### config.mk
export PLATFORM = sky130hd
export DESIGN_NAME = key_inject_seq
export DESIGN_NICKNAME = d
export VERILOG_FILES = /design/src/rtl/key_inject_pkg.sv /design/src/rtl/key_req_fifo.sv /design/src/rtl/key_inject_seq.sv
export SDC_FILE = /design/constraint.sdc
export NUM_CORES = 1
export LEC_CHECK = 0
export CORE_AREA = 2 2 199 103
export DETAILED_ROUTE_END_ITERATION = 8
export DIE_AREA = 0 0 201 105
export HOLD_SLACK_MARGIN = 0.08
export MAX_ROUTING_LAYER = met4
export PLACE_DENSITY = 0.77
export SKIP_CTS_REPAIR_TIMING = 1
export SLEW_MARGIN = 40
export SYNTH_ARGS = -nofsm -noshare
export SYNTH_HDL_FRONTEND = slang
export SYNTH_SLANG_ARGS = --single-unit
### constraint.sdc
create_clock -name clk -period 6.6 [get_ports clk]
set_clock_uncertainty 0.1 [all_clocks]
set_input_delay 1.32 -clock clk [delete_from_list [all_inputs] [get_ports clk]]
set_output_delay 1.32 -clock clk [all_outputs]
set_load 0.005 [all_outputs]
### src/rtl/key_inject_pkg.sv
// Shared types and constants for the keyboard-matrix key injector.
// Matrix bits are active-low and indexed row*KM_COLS+col.
package key_inject_pkg;

  localparam int KM_ROWS   = 12;
  localparam int KM_COLS   = 7;
  localparam int KM_BITS   = 84;
  localparam int SHIFT_ROW = 0;
  localparam int SHIFT_COL = 6;
  localparam int CTRL_ROW  = 1;
  localparam int CTRL_COL  = 6;

  typedef enum logic [1:0] {
    ST_IDLE,
    ST_SETUP,
    ST_HOLD,
    ST_REL_GAP
  } inj_state_e;

  typedef struct packed {
    logic       shift;
    logic       ctrl;
    logic [3:0] row;
    logic [2:0] col;
  } key_req_t;

  // Active-low mask for one request; the key bit itself is only pulled low when with_key is set.
  function automatic logic [KM_BITS-1:0] key_mask(input key_req_t k, input logic with_key);
    logic [KM_BITS-1:0] m;
    int idx;
    m = '1;
    if (k.shift) m[SHIFT_ROW*KM_COLS+SHIFT_COL] = 1'b0;
    if (k.ctrl)  m[CTRL_ROW*KM_COLS+CTRL_COL]   = 1'b0;
    idx = int'(k.row) * KM_COLS + int'(k.col);
    if (with_key && idx < KM_BITS) m[idx] = 1'b0;
    return m;
  endfunction

endpackage

### src/rtl/key_req_fifo.sv
// Request queue for the key injector: first-word-fall-through FIFO with
// extra-MSB pointers so full and empty are distinguishable.
module key_req_fifo #(
  parameter int DEPTH = 8,
  parameter int WIDTH = 9
) (
  input  logic             clk,
  input  logic             reset,
  input  logic             push,
  input  logic             pop,
  input  logic             flush,
  input  logic [WIDTH-1:0] din,
  output logic [WIDTH-1:0] dout,
  output logic             full,
  output logic             empty
);

  localparam int AW = $clog2(DEPTH);

  logic [AW:0]      wr_ptr;
  logic [AW:0]      rd_ptr;
  logic [WIDTH-1:0] mem [DEPTH];

  // NOTE: state registers use non-blocking assignments so every flop samples pre-edge values.
  always_ff @(posedge clk or posedge reset) begin
    if (reset) begin
      wr_ptr <= '0;
      rd_ptr <= '0;
    end else if (flush) begin
      wr_ptr <= '0;
      rd_ptr <= '0;
    end else begin
      if (push && !full) wr_ptr <= wr_ptr + (AW+1)'(1);
      if (pop && !empty) rd_ptr <= rd_ptr + (AW+1)'(1);
    end
  end

  // NOTE: storage has no reset; entries are only observable once written, and an unreset array maps to RAM.
  always_ff @(posedge clk) begin
    if (push && !full && !flush) mem[wr_ptr[AW-1:0]] <= din;
  end

  assign dout  = mem[rd_ptr[AW-1:0]];
  assign empty = (wr_ptr == rd_ptr);
  assign full  = (wr_ptr[AW] != rd_ptr[AW]) && (wr_ptr[AW-1:0] == rd_ptr[AW-1:0]);

endmodule

### src/rtl/key_inject_seq.sv
// Types queued key requests into the 12x7 keyboard matrix through timed
// modifier-setup / hold / release-gap phases; output is an active-low override.
module key_inject_seq
  import key_inject_pkg::*;
#(
  parameter int SETUP_CYCLES = 100000,
  parameter int HOLD_CYCLES  = 400000,
  parameter int GAP_CYCLES   = 400000,
  parameter int CNT_W        = 20,
  parameter int FIFO_DEPTH   = 8
) (
  input  logic               clk,
  input  logic               reset,
  input  logic               req_valid,
  output logic               req_ready,
  input  logic [3:0]         req_row,
  input  logic [2:0]         req_col,
  input  logic               req_shift,
  input  logic               req_ctrl,
  input  logic               abort,
  output logic [KM_BITS-1:0] inj_km,
  output logic               busy,
  output logic               err_badcode
);

  inj_state_e         state_q, state_d;
  logic [CNT_W-1:0]   cnt_q, cnt_d;
  key_req_t           cur_q, cur_d;
  logic [KM_BITS-1:0] km_d;

  key_req_t fifo_din, fifo_dout;
  logic     fifo_full, fifo_empty, fifo_pop;
  logic     accept, code_ok;

  assign req_ready = !fifo_full && !abort;
  assign accept    = req_valid && req_ready;
  assign code_ok   = (req_row < 4'(KM_ROWS)) && (req_col < 3'(KM_COLS));
  assign fifo_din  = {req_shift, req_ctrl, req_row, req_col};
  assign busy      = !fifo_empty || (state_q != ST_IDLE);

  key_req_fifo #(
    .DEPTH(FIFO_DEPTH),
    .WIDTH($bits(key_req_t))
  ) u_fifo (
    .clk  (clk),
    .reset(reset),
    .push (accept && code_ok),
    .pop  (fifo_pop),
    .flush(abort),
    .din  (fifo_din),
    .dout (fifo_dout),
    .full (fifo_full),
    .empty(fifo_empty)
  );

  // NOTE: every always_comb output gets a default first so no path leaves it unassigned (no latches).
  always_comb begin
    state_d  = state_q;
    cnt_d    = cnt_q;
    cur_d    = cur_q;
    fifo_pop = 1'b0;
    if (abort) begin
      state_d = ST_IDLE;
      cnt_d   = '0;
    end else begin
      unique case (state_q)
        ST_IDLE: begin
          if (!fifo_empty) begin
            fifo_pop = 1'b1;
            cur_d    = fifo_dout;
            cnt_d    = CNT_W'(SETUP_CYCLES - 1);
            state_d  = ST_SETUP;
          end
        end
        ST_SETUP: begin
          if (cnt_q == '0) begin
            cnt_d   = CNT_W'(HOLD_CYCLES - 1);
            state_d = ST_HOLD;
          end else begin
            cnt_d = cnt_q - 1'b1;
          end
        end
        ST_HOLD: begin
          if (cnt_q == '0) begin
            cnt_d   = CNT_W'(GAP_CYCLES - 1);
            state_d = ST_REL_GAP;
          end else begin
            cnt_d = cnt_q - 1'b1;
          end
        end
        ST_REL_GAP: begin
          if (cnt_q == '0) state_d = ST_IDLE;
          else             cnt_d   = cnt_q - 1'b1;
        end
        default: state_d = ST_IDLE;
      endcase
    end
  end

  // Matrix is registered from the next state so it changes on the same edge as the phase.
  always_comb begin
    km_d = '1;
    case (state_d)
      ST_SETUP: km_d = key_mask(cur_d, 1'b0);
      ST_HOLD:  km_d = key_mask(cur_d, 1'b1);
      default:  km_d = '1;
    endcase
  end

  always_ff @(posedge clk or posedge reset) begin
    if (reset) begin
      state_q     <= ST_IDLE;
      cnt_q       <= '0;
      cur_q       <= '0;
      inj_km      <= '1;
      err_badcode <= 1'b0;
    end else begin
      state_q     <= state_d;
      cnt_q       <= cnt_d;
      cur_q       <= cur_d;
      inj_km      <= km_d;
      err_badcode <= accept && !code_ok;
    end
  end

endmodule

======== Word level (Yosys, flattened, before mapping) ========
Memories as Yosys holds them, arrays and structs flattened.
Cells that the tools add are included.
storage, ports and cells
  bits in read-only memories .............. 0
  input port bits ......................... 13
  output and inout port bits .............. 87
  memories kept ........................... 1
  memory bits (writable) .................. 72
  bits in latches ......................... 0
  logic and storage cells ................. 86
  register bits ........................... 124
memory list
  memory      depth  bits a word  rd ports  clocked after memory_dff  wr ports  line                source
  u_fifo.mem  8      9            1         0                         1         key_req_fifo.sv:22  logic [WIDTH-1:0] mem [DEPTH];
cells by class
  equality and inequality tests ........... 10
  mux-type cells .......................... 31
  multipliers ............................. 1
  $add $sub $neg .......................... 4
  bitwise gates (word level) .............. 2
  order comparisons ....................... 5
  shifts and indexed selects .............. 0
  reductions and logical operators ........ 22
  div/mod/pow operators ................... 0
operators by type and width
  kind                   count
  $pmux 84 s2            1
  $and 84x84->84         1
  $mux 84                1
  $not 84->84            1
  $mux 20                4
  $pmux 20 s3            1
  $mux 9                 3
  $logic_not 20->1       1
  $sub 20x1->20 const B  1
  $mux 4                 4
  $logic_and 1x1->1      10
  $mux 1                 10
  $mux 2                 5
  $add 4x1->4 const B    2
  $add 7x3->8            1
  $ge 8x1->1 const B     1
  $lt 8x7->1 const B     1
  $lt 8x8->1 const B     1
  $pmux 2 s4             1
  $demux 1 s7            1
  $mul 4x3->7 const B    1
  $eq 2x2->1 const B     3
  $ne 3x3->1 const B     2
  $reduce_bool 2->1      3
  other kinds (11)       15

======== Longest topological paths before layout ========
Gate-level depths: netlist of run 1.
  word-level depth ........................ 14
  gate-level depth with buffers ........... 21

======== By module ========
A second synthesis of run 1 with hierarchy kept.
unflattened totals
  cell total of the unflattened synthesis .. 711
  area, all modules ....................... 9047.4 µm²
modules (own cells, without submodules)
  module          cells each  instances  area an instance (µm²)
  key_inject_seq  528         1          5596.6
  key_req_fifo    183         1          3450.8

======== Worst setup path before layout of run 1 ========
No wires, ideal clock.
  kind .................................... input to register
  from .................................... input abort
  to ...................................... register inj_km[13]
  buffers on the path ..................... 3
  cell stages on the path ................. 15
  arrival time ............................ 5.585 ns
  setup slack ............................. 0.807 ns
  cells stage by stage .................... buf_2 > or3b_2 > clkbuf_1 > buf_2 > o21ai_0 > fa_1 > inv_1 > fa_1 > fa_1 > nand2b_1 > a211oi_1 > a21o_1 > a211oi_2 > nor3_2 > a221oi_1
RTL lines
  item                  line                   source
  from (decl)           key_inject_seq.sv:20   input logic abort,
  to (signal assigned)  key_inject_seq.sv:121  inj_km <= km_d;
  to (decl)             key_inject_seq.sv:21   output logic [KM_BITS-1:0] inj_km,

==> metrics.cfg, run 1 <==
[run_status]
outcome = completed

[logic_synthesis]
yosysSeqAreaShare_pct = 62.4
ys_warn_count = 0
synth_area_um2 = 8600
syn_area_per_cell_um2 = 12.7
postSynthNetCount = 718
synth_cells = 678
synth-edff-count = 72
ys_types = 60
synth_ff_type = dfstp_2
synth.ff_latch_count = 196
synthArstFlopShare_pct = 63.3

[power_and_ir_drop]
leakage_nw = 3.96
power_density_nw_per_um2 = 598
vdd_drop_max_mv = 0.459
total_power_mw = 6.32

[critical_path]
slowest_delay_ps = 650
critPathLaunchType = primary input
path_cells = clkdlybuf4s50_1 -> or3b_2 -> nand2_1 -> o21a_1 -> inv_1 -> fa_1 -> inv_1 -> fa_1 -> fa_1 -> nand2b_1 -> a211oi_1 -> a211oi_1 -> nor4_1 -> nor2_1 -> a21oi_1
cp-end-kind = register
crit_fanout = 18
path_buf_inv = 3
timing.rr.end = inj_km[56]$_DFF_PP1_
critPathMostFrequentCell = fa_1
path_class = in2reg
reg2regPathDepth = 17
cp.depth = 15
cpLargestDelayFamily = simple AND/OR/NAND/NOR gates
r2r_slack_ps = 740
worstPathRequired_ps = 6850
rr_startpoint = u_fifo.wr_ptr[1]$_DFFE_PP0P_
slowest_stage = or3b_2
cp.arrival_ps = 6350

[clocking]
cts_tree = done
cts_sinks = 196
root_buffer = clkbuf_16
clockBufferDepth = 2
clk_latency_ps = 440
cts_buffers = 17
cts-htree-levels = 4
clk_pin_slew_ps = 70

[placement]
dp_hpwl_um = 13100
portBuffers = 99
gp_congestion = 0.931

[sta]
max_slew.worst_pin.slew_ps = 777
fin_crit_sh_pct = 92.4
final_max_slew_viol_count = 0
finalHoldViolations = 0
fmax_mhz = 164
setup_viol = 0
slew_headroom_pct = 48.2
fin_crit_ps = 6100
rsz0062_at_grt = no
tns_ps = 0

[grt]
grt_pass1_wl_um = 31000
track_usage_pct = 19.3
antenna_found_initial = 0
grt_overflow = 0
grt_pass1_vias = 5794
grt_max_degree = 85

[layout]
drive_above_1_share_pct = 22.9
seq_area_um2 = 5370
nFillCells = 1547
area_delta_synth_final_pct = 22.9
layout_commonest_cell = a21oi_1
multiInputGateArea_um2 = 3040
final_cell_mix = 100 x a21oi_1, 99 x clkdlybuf4s50_1, 84 x dfstp_2
finalNetCount = 821
finish.utilization_pct = 55.0
diodes = 0

[run]
maxCapViolations = 0

[drt]
route.vias.total = 5906
detail_route.iter0.violations = 457
drc = 0
routedWlPerCell_um = 18.2
routed_wl_um = 19300
viasPerCell = 5.57
ant_nets = 0
dr.pass1.iters = 7

[floorplan]
io_pins = 100
die_y_um = 105
start_util_pct = 44.7
die_x_um = 201
core_area_um2 = 19200
rows = 36
die_area_um2 = 21100

[hold_path]
holdPathStages = 1
hold_class = reg2reg
worstHoldEndpoint = cnt_q[19]$_DFFE_PP0P_
hp-start = cnt_q[19]$_DFFE_PP0P_

[kinds of logic after synthesis]
group | synth area share (%)
adder cells (fa/ha/maj) | 4.36
flip-flops | 62.4
XOR/XNOR | 1.43
AND/OR/NAND/NOR | 10.5
multiplexers | 5.99
AO/OA/AOI/OAI | 12.3
buffers and inverters | 2.92
[worst reg2reg max path, stage by stage, from the launching register on]
cell and delay [ps]:
dfrtp_1 620, xor2_1 270, nor4b_2 80, buf_4 170
or3b_2 610, nand2_1 140, o21a_1 230, inv_1 120
fa_1 510, inv_1 50, fa_1 490, fa_1 550
nand2b_1 200, a211oi_1 480, a211oi_1 100, nor4_1 490
nor2_1 310, a21oi_1 250
[stage by stage]
step                      hold slack, ps  cells  setup slack, ps  area [um2]
final                                420   1060              501       10600
after global routing                 456   1060              128       10600
after CTS                            415   1060              548       10500
after detailed placement             394   1028             92.5        9960
after global placement               381   1028              203        9950
after floorplan                      352    678              807        8600
[synth_stat cells, types with 4 or more instances]
cell / instances / area (um2)
clkbuf_1: 19 / 71.3
dfstp_2: 84 / 2210
nor3b_1: 8 / 60.1
fa_1: 5 / 100
ha_1: 22 / 275
nor2_1: 50 / 188
o22ai_1: 4 / 25.0
edfxtp_1: 72 / 2160
nor3_2: 4 / 40.0
buf_2: 14 / 70.1
nand2_1: 30 / 113
mux4_2: 18 / 405
xnor2_1: 6 / 52.6
nor3_1: 22 / 110
nor2b_1: 4 / 25.0
nand3_1: 7 / 35.0
o21a_1: 7 / 52.6
mux2i_1: 11 / 110
o21ai_0: 28 / 140
or3_1: 5 / 31.3
nor4_1: 8 / 50.1
a21oi_1: 100 / 500
and2_1: 4 / 25.0
xor2_1: 8 / 70.1
or2_2: 4 / 25.0
a221oi_1: 6 / 52.6
nand4_1: 4 / 25.0
a211oi_1: 4 / 30.0
nand2b_1: 6 / 37.5
inv_1: 27 / 101
dfrtp_1: 40 / 1000
[area by class of cell]
| class | count | share of cell area [%] |
|---|---|---|
| clock inverters | 15 | 1.49 |
| clock buffers | 17 | 4.02 |
| flip-flops and latches | 196 | 50.8 |
| repair buffers | 119 | 10.8 |
| multi-input cells | 420 | 28.7 |
| well taps | 266 | 3.15 |
| inverters | 27 | 1.01 |
[worst max-delay path by stage]
stage               startpoint                    to  slack, ps
floorplan                abort  inj_km[13]$_DFF_PP1_        810
global placement         abort  inj_km[48]$_DFF_PP1_        200
detailed placement       abort  inj_km[37]$_DFF_PP1_         90
CTS                      abort  inj_km[66]$_DFF_PP1_        550
global route             abort  inj_km[52]$_DFF_PP1_        130
finish                   abort  inj_km[56]$_DFF_PP1_        500
[state kept, by name (all words and copies together), names as in the netlist]
signal	flops
inj_km	84
u_fifo.mem	72
cnt_q	20
cur_q	9
u_fifo.rd_ptr	4
u_fifo.wr_ptr	4
state_q	2
err_badcode	1
[layer usage]
layer  wire (um)  GRT usage [%]  vias to the layer above  share of wire (%)
li1            -              -                     2697                  -
met1        8570           25.3                     2960                 44
met2        9120           30.3                      220                 47
met3        1330           4.02                       29                6.9
met4         304           6.08                        0                1.6
met5           0              -                        -                  0
[where the power goes]
part           internal [mW]  total [mW]  switching (mW)
Clock                  0.507        1.01           0.502
Combinational           1.38        3.51            2.12
Sequential              1.69        1.81           0.118
Note: power is estimated with default switching activity, not from simulation.
==> run 2, diff against run 1 <==
DONT_BUFFER_PORTS = 1   (was default)
PLACE_DENSITY = 0.7   (was 0.77)
==> run 2 against run 1 <==
Critical path depth increased by 1. Count of clock-buffer cells in the layout grew 4. Sequential cell count unchanged. Critical path type is now reg2reg. Utilization decreased by 5.4 points. Final cell count down 9.6%. Register-to-register slack about the same. Worst hold slack lost 24 ps. Maximum frequency is 3.9% higher. Sequential share of layout area grew 5.5 points. Final area shrank 9.8%. Die area is the same. Global-route usage up 0.42 points.
==> metrics.cfg, run 2 (synthesis gave the netlist of run 1 again) <==
[run_status]
outcome = completed

[clocking]
clk_pin_slew_ps = 70
cts-htree-levels = 4
clk_latency_ps = 440
clockBufferDepth = 2
root_buffer = clkbuf_16
cts_tree = done
cts_sinks = 196
cts_buffers = 17

[sta]
finalHoldViolations = 0
fmax_mhz = 170
fin_crit_ps = 5870
max_slew.worst_pin.slew_ps = 795
slew_headroom_pct = 46.7
tns_ps = 0
rsz0062_at_grt = no
final_max_slew_viol_count = 0
setup_viol = 0
fin_crit_sh_pct = 89.0

[drt]
routedWlPerCell_um = 20.1
ant_nets = 0
viasPerCell = 5.72
drc = 0
detail_route.iter0.violations = 571
dr.pass1.iters = 5
route.vias.total = 5476
routed_wl_um = 19300

[critical_path]
cp-end-kind = register
path_cells = xor2_1 -> nor4b_2 -> buf_4 -> or3b_2 -> o21ai_0 -> fa_1 -> inv_1 -> fa_1 -> fa_1 -> nand2b_1 -> a211oi_1 -> o31a_1 -> o21ai_0 -> a21oi_1 -> buf_4 -> a21oi_1
path_class = reg2reg
cp.arrival_ps = 6100
slowest_stage = dfrtp_1
critPathLaunchType = register
slowest_delay_ps = 610
worstPathRequired_ps = 6830
critPathMostFrequentCell = fa_1
crit_fanout = 18

[layout]
seq_area_um2 = 5370
multiInputGateArea_um2 = 3040
layout_commonest_cell = a21oi_1
nFillCells = 1642
final_cell_mix = 100 x a21oi_1, 84 x dfstp_2, 72 x edfxtp_1
drive_above_1_share_pct = 25.9
largest_reg_flops = 84
finalNetCount = 720
area_delta_synth_final_pct = 10.9
diodes = 0
top_register = inj_km
finalNonFillerCells = 958

[grt]
grt_pass1_vias = 5341
grt_max_degree = 85
grt_overflow = 0
antenna_found_initial = 0
track_usage_pct = 19.7
use_met2_pct = 28.4
use_met3_pct = 5.49
grt_pass1_wl_um = 31100
use_met1_pct = 27.1
grt-busiest-layer = met2

[floorplan]
start_util_pct = 44.7
io_pins = 100
die_y_um = 105
die_area_um2 = 21100
die_x_um = 201
core_area_um2 = 19200
rows = 36

[placement]
place_inst = 927
portBuffers = 0
dp_hpwl_um = 12900
gp_congestion = 0.911

[run]
maxCapViolations = 0

[hold_path]
hold_class = reg2reg

## run 2: changes by cell type in the layout (fill, tap and decap cells not counted), sizes merged
cell           delta
clkdlybuf4s50    -99
buf               -2
bufinv            +1
clkbuf            +4
inv               -3
clkinvlp          +1
clkinv            -4
## run 2: final timing paths
check	slack [ps]	to	cells after the start	startpoint
worst max-delay path	730	inj_km[76]$_DFF_PP1_	16	u_fifo.wr_ptr[1]$_DFFE_PP0P_
worst min-delay path	400	cnt_q[19]$_DFFE_PP0P_	1	cnt_q[19]$_DFFE_PP0P_
worst max register to register	730	inj_km[76]$_DFF_PP1_	16	u_fifo.wr_ptr[1]$_DFFE_PP0P_
worst min register to register	400	cnt_q[19]$_DFFE_PP0P_	1	cnt_q[19]$_DFFE_PP0P_
max in group asynchronous	4650	inj_km[68]$_DFF_PP1_	2	reset
min in group asynchronous	710	cnt_q[8]$_DFFE_PP0P_	1	reset
## run 2: routing by layer
| metal | vias to the layer above | routed length (um) |
|---|---|---|
| li1 | 2485 | - |
| met1 | 2714 | 8940 |
| met2 | 246 | 8610 |
| met3 | 31 | 1390 |
| met4 | 0 | 345 |
| met5 | - | 0 |
## run 2: per-stage QoR
stage | area, um2 | setup slack, ps | hold slack (ps) | utilization (%)
detailed placement | 8980 | 511 | 378 | 46.7
global route | 9530 | 300 | 430 | 49.6
CTS | 9530 | 759 | 391 | 49.5
finish | 9530 | 728 | 395 | 49.6
global placement | 8950 | 640 | 385 | 46.5
floorplan | 8600 | 807 | 352 | -
## run 2: worst max-delay path, delay by kind of cell, from the launching register on
kind | cells | cell delay, ps
AND/OR/NAND/NOR | 3 | 890
flip-flops | 1 | 610
buffers and inverters | 3 | 480
adder cells (fa/ha/maj) | 3 | 1490
AO/OA/AOI/OAI | 6 | 1930
XOR/XNOR | 1 | 270
## run 2: final cells by class
type	count	area share, %
timing repair buffer	18	1.46
sequential	196	56.3
inverter	27	1.09
multi-input combinational	420	31.9
clock buffer	21	4.74
clock inverter	10	1.05
tap	266	3.49
Power of run 2 is left out: the tool's default activity adds up to more than one toggle a clock period on the data nets, which glitch-free logic cannot reach.
